<file path="config.mk">
export PLATFORM = sky130hd
export DESIGN_NAME = ofdm_rx_sequencer
export DESIGN_NICKNAME = d
export VERILOG_FILES = /design/src/rtl/ofdm_rx_sequencer.sv
export SDC_FILE = /design/constraint.sdc
export NUM_CORES = 1
export LEC_CHECK = 0
export CAP_MARGIN = 20
export CORE_MARGIN = 1
export CORE_UTILIZATION = 55
export DETAILED_ROUTE_END_ITERATION = 16
export GPL_ROUTABILITY_DRIVEN = 0
export HOLD_SLACK_MARGIN = 0.06
export MAX_ROUTING_LAYER = met4
export PLACE_DENSITY = 0.9
export SYNTH_ARGS = -nofsm -noshare
export SYNTH_HDL_FRONTEND = slang
export SYNTH_SLANG_ARGS = --single-unit
</file>
<file path="constraint.sdc">
create_clock -name sys_clk -period 2.71 [get_ports sys_clk]
set_clock_uncertainty 0.2 [all_clocks]
set_input_delay 0.542 -clock sys_clk [delete_from_list [all_inputs] [get_ports sys_clk]]
set_output_delay 0.542 -clock sys_clk [all_outputs]
set_load 0.02 [all_outputs]
</file>
<file path="src/rtl/ofdm_rx_sequencer.sv">
// rtl/ofdm_rx_sequencer.sv - OFDM receive sequencer: search, guard removal and FFT sample framing
module ofdm_rx_sequencer #(
  parameter int symbol_length_g     = 64,
  parameter int guard_length_g      = 16,
  parameter int symbols_per_frame_g = 12,
  parameter int timeout_g           = 4096
) (
  input  logic                  sys_clk,
  input  logic                  sys_rstn,
  input  logic                  sys_init,
  input  logic                  rx_data_valid,
  input  logic                  frame_start,
  output logic                  align_enable,
  output logic                  fft_valid,
  output logic                  fft_start,
  output logic                  symbol_done,
  output logic                  frame_done,
  output logic [((symbols_per_frame_g > 1) ? $clog2(symbols_per_frame_g) : 1)-1:0] symbol_idx,
  output logic                  search_timeout,
  output logic                  busy
);

  localparam int MAX_A = (timeout_g > symbol_length_g) ? timeout_g : symbol_length_g;
  localparam int MAX_C = (MAX_A > guard_length_g) ? MAX_A : guard_length_g;
  localparam int CW    = $clog2(MAX_C + 1);
  localparam int IW    = (symbols_per_frame_g > 1) ? $clog2(symbols_per_frame_g) : 1;

  localparam logic [CW-1:0] TO_LAST  = CW'(timeout_g - 1);
  localparam logic [CW-1:0] GD_LAST  = CW'(guard_length_g - 1);
  localparam logic [CW-1:0] SY_LAST  = CW'(symbol_length_g - 1);
  localparam logic [IW-1:0] IDX_LAST = IW'(symbols_per_frame_g - 1);

  typedef enum logic [1:0] {IDLE, SEARCH, GUARD, DATA} state_t;

  state_t          state_q, state_d;
  logic [CW-1:0]   cnt_q, cnt_d;
  logic [IW-1:0]   idx_q, idx_d;
  logic            align_enable_q, align_enable_d;
  logic            fft_valid_q, fft_valid_d;
  logic            fft_start_q, fft_start_d;
  logic            symbol_done_q, symbol_done_d;
  logic            frame_done_q, frame_done_d;
  logic            search_timeout_q, search_timeout_d;
  logic            busy_q, busy_d;

  // One shared counter: search samples, guard samples or data samples, depending on state.
  always_comb begin
    state_d          = state_q;
    cnt_d            = cnt_q;
    idx_d            = idx_q;
    fft_valid_d      = 1'b0;
    fft_start_d      = 1'b0;
    symbol_done_d    = 1'b0;
    frame_done_d     = 1'b0;
    search_timeout_d = 1'b0;

    if (sys_init) begin
      state_d = SEARCH;
      cnt_d   = '0;
      idx_d   = '0;
    end else if (rx_data_valid) begin
      case (state_q)
        SEARCH: begin
          if (frame_start) begin
            // The alignment sample itself is the first guard sample.
            if (guard_length_g <= 1) begin
              state_d = DATA;
              cnt_d   = '0;
            end else begin
              state_d = GUARD;
              cnt_d   = CW'(1);
            end
          end else if (cnt_q == TO_LAST) begin
            state_d          = IDLE;
            cnt_d            = '0;
            search_timeout_d = 1'b1;
          end else begin
            cnt_d = cnt_q + CW'(1);
          end
        end
        GUARD: begin
          if (cnt_q == GD_LAST) begin
            state_d = DATA;
            cnt_d   = '0;
          end else begin
            cnt_d = cnt_q + CW'(1);
          end
        end
        DATA: begin
          fft_valid_d = 1'b1;
          fft_start_d = (cnt_q == '0);
          if (cnt_q == SY_LAST) begin
            symbol_done_d = 1'b1;
            cnt_d         = '0;
            if (idx_q < IDX_LAST) begin
              idx_d   = idx_q + IW'(1);
              state_d = GUARD;
            end else begin
              frame_done_d = 1'b1;
              idx_d        = '0;
              state_d      = SEARCH;
            end
          end else begin
            cnt_d = cnt_q + CW'(1);
          end
        end
        default: ;
      endcase
    end

    align_enable_d = (state_d == SEARCH);
    busy_d         = (state_d != IDLE);
  end

  always_ff @(posedge sys_clk or negedge sys_rstn) begin
    if (!sys_rstn) begin
      state_q          <= IDLE;
      cnt_q            <= '0;
      idx_q            <= '0;
      align_enable_q   <= 1'b0;
      fft_valid_q      <= 1'b0;
      fft_start_q      <= 1'b0;
      symbol_done_q    <= 1'b0;
      frame_done_q     <= 1'b0;
      search_timeout_q <= 1'b0;
      busy_q           <= 1'b0;
    end else begin
      state_q          <= state_d;
      cnt_q            <= cnt_d;
      idx_q            <= idx_d;
      align_enable_q   <= align_enable_d;
      fft_valid_q      <= fft_valid_d;
      fft_start_q      <= fft_start_d;
      symbol_done_q    <= symbol_done_d;
      frame_done_q     <= frame_done_d;
      search_timeout_q <= search_timeout_d;
      busy_q           <= busy_d;
    end
  end

  assign align_enable   = align_enable_q;
  assign fft_valid      = fft_valid_q;
  assign fft_start      = fft_start_q;
  assign symbol_done    = symbol_done_q;
  assign frame_done     = frame_done_q;
  assign symbol_idx     = idx_q;
  assign search_timeout = search_timeout_q;
  assign busy           = busy_q;

endmodule

</file>
==> flow_metrics.py <==
metrics = {
    "critical_path": {
        "cp.required_ns": 2.73,
        "critPathCaptureType": "flip-flop",
        "cp.depth": 6,
        "crit_chain": "ha_1 > nand3_2 > or4_1 > a31oi_1 > o221ai_1 > or2_1",
        "slowest_stage": "or4_1",
        "cp_slowest_stage_delay_ns": 0.63,
        "cp_num_buf_inv": 0,
        "ff2ff_path_depth": 6,
        "critical_path.top_delay_family": "simple AND/OR/NAND/NOR gates",
        "critPathKind": "flip-flop to flip-flop",
        "startpoint_type": "flip-flop",
        "crit_arrival_ns": 2.40,
        "crit_path_max_fanout": 9,
    },
    "synthesis": {
        "synthCells": 146,
        "synthDistinctLibCells": 42,
        "syn_area_per_cell_sq_um": 9.95,
        "ys.flop_type": "dfrtp_1",
        "yosysSeqAreaShare_pct": 44.8,
        "synth_area_leaders": "dfrtp_1, ha_1, xor2_1, nor2_1, nand2_1",
        "yosysTopAreaCellShare_pct": 44.8,
        "yosys_warnings": 0,
        "syn_nets": 158,
        "synth_top_cell_by_area": "dfrtp_1",
        "synth_commonest_cells": "dfrtp_1, nor2_1, nand2_1",
        "synthArstFlopShare_pct": 100,
        "synth-edff-count": 0,
        "synth_most_common_cell": "dfrtp_1",
        "ys_ff_latch": 26,
        "netlist_area_sq_um": 1450,
    },
    "clocking": {
        "cts_root_buf": "clkbuf_4",
        "path_clk_slew_ns": 0.14,
        "htreeDepth": 1,
        "cts_buffer_depth": 2,
        "clock_sinks": 26,
        "tritoncts": "done",
        "post_cts_resized": 0,
        "postCtsSetupBuffers": 0,
        "holdBufCountCts": 0,
        "clkLatencyLatePin_ns": 0.31,
        "cts_inserted_buffers": 3,
    },
    "power_and_ir_drop": {
        "combinationalPowerShare_pct": 36.4,
        "totalPowerFinal_mw": 0.974,
        "vdd_drop_max_mv": 0.369,
        "p_leak_nw": 0.724,
        "switching_share_pct": 35.6,
        "seqPwrFrac_pct": 46.6,
        "intPower_mw": 0.627,
        "power_switching_mw": 0.347,
        "clock_power_share_pct": 16.9,
        "power_density_nw_per_um2": 572,
    },
    "timing": {
        "max_slew_margin_pct": 65.2,
        "slew_violations": 0,
        "period_minus_slack_ns": 2.39,
        "finalSetupViolCount": 0,
        "final-hold-violation-count": 0,
        "setup_ws_ns": 0.322,
        "rsz0062_at_grt": "no",
        "worstMarginPinSlew_ns": 0.509,
        "setup_tns_ns": 0,
        "max_clock_freq_ghz": 0.419,
        "period_share_pct": 88.1,
        "hold_ws_ns": 0.347,
    },
    "die": {
        "dieArea_sq_um": 2850,
        "die_w_um": 53.4,
        "core_sq_um": 2480,
        "row_count": 18,
        "io_pins": 16,
        "start_util_pct": 58.6,
        "die_h_um": 53.4,
    },
    "outcome": {
        "status": "finished, final reports clean",
    },
    "layout": {
        "fin_nets": 183,
        "diodes": 0,
        "drive_gt1_share_pct": 11.2,
        "area_growth_pct": 17.2,
    },
    "detailed_routing": {
        "detail-route-antenna-nets": 0,
        "wl_mm": 3.17,
        "first_iter_violations": 35,
        "detail_route.wl_per_cell_um": 15.9,
        "vias_per_cell": 6.05,
        "vias": 1204,
        "drcViolationCount": 0,
        "first_pass_iters": 4,
    },
    "min_path": {
        "hold_class": "flip-flop to flip-flop",
        "holdPathStages": 1,
    },
    "run": {
        "maxCapViolations": 0,
    },
    "place": {
        "dp_slack_ns": 0.200,
        "io_buffers": 15,
        "dp_hpwl_mm": 2.42,
    },
    "global_routing": {
        "grt_max_degree": 27,
        "grt_pass1_vias": 1174,
        "grt_pass1_wl_mm": 5.23,
        "grtUsageTotal_pct": 26.1,
        "antenna_found_initial": 0,
        "grt_overflow": 0,
    },
}
flip-flops by register name, indices dropped and copies added, names as in the netlist:
register,count
cnt_q,13
symbol_idx,4
state_q,2
align_enable,1
busy,1
fft_start,1
fft_valid,1
frame_done,1
search_timeout,1
symbol_done,1
final cells by class:
type	instances	area [sq um]
clock buffers	3	22.5
repair buffers	23	210
fillers	191	774
multi-input cells	110	756
flip-flops and latches	26	651
well taps	30	37.5
inverters	7	26.3
cells by family after synthesis:
logic type | synth area share (%)
simple gates | 24.0
compound gates | 14.0
flops | 44.8
xor+xnor | 6.63
buf+inv | 3.19
fa+ha+maj | 6.03
mux | 1.38
worst paths after layout:
path / startpoint / end / slack, ns
min: symbol_idx[2]$_DFFE_PN0P_ / symbol_idx[2]$_DFFE_PN0P_ / 0.35
max reg2reg: cnt_q[1]$_DFFE_PN0P_ / busy$_DFF_PN0_ / 0.32
max: cnt_q[1]$_DFFE_PN0P_ / busy$_DFF_PN0_ / 0.32
min in group asynchronous: sys_rstn / cnt_q[1]$_DFFE_PN0P_ / 0.37
max in group asynchronous: sys_rstn / symbol_idx[1]$_DFFE_PN0P_ / 1.70
min reg2reg: symbol_idx[2]$_DFFE_PN0P_ / symbol_idx[2]$_DFFE_PN0P_ / 0.35
cells in the final DEF (no fill, tap or decap), types with 3 or more instances in the layout:
cell and n:
clkbuf_4 3, xnor2_1 3, inv_1 7, xor2_1 8, clkdlybuf4s50_1 15, a31oi_1 3, nand4_1 3, o21ai_1 5
nand2_1 10, nand3_1 3, nor4_1 4, buf_4 8, nor2b_1 4, and4_1 4, ha_1 7, dfrtp_1 26
nor2_1 17, a21oi_1 5
through the flow:
| stage | util (%) | cells | cell area (sq um) |
|---|---|---|---|
| detailed placement | 67.8 | 196 | 1680 |
| finish | 68.7 | 199 | 1700 |
| global placement | 67.8 | 196 | 1680 |
| CTS | 68.7 | 199 | 1700 |
| global route | 68.7 | 199 | 1700 |
| floorplan | - | 146 | 1450 |
routing by layer:
layer	global-route usage [%]	wire [um]
met1	30.8	1390
met3	3.45	109
met5	-	0
met4	10.1	70
met2	44.6	1600
power by group through the flow:
stage | registers (mW) | clock network [mW] | logic, mW
2_1_floorplan | 0.475 | 0 | 0.210
5_1_grt | 0.460 | 0.184 | 0.392
6_report | 0.454 | 0.165 | 0.355
3_5_place_dp | 0.462 | 0 | 0.349
4_1_cts | 0.454 | 0.167 | 0.351
3_3_place_gp | 0.457 | 0 | 0.331
(Power assumes the default switching activity.)
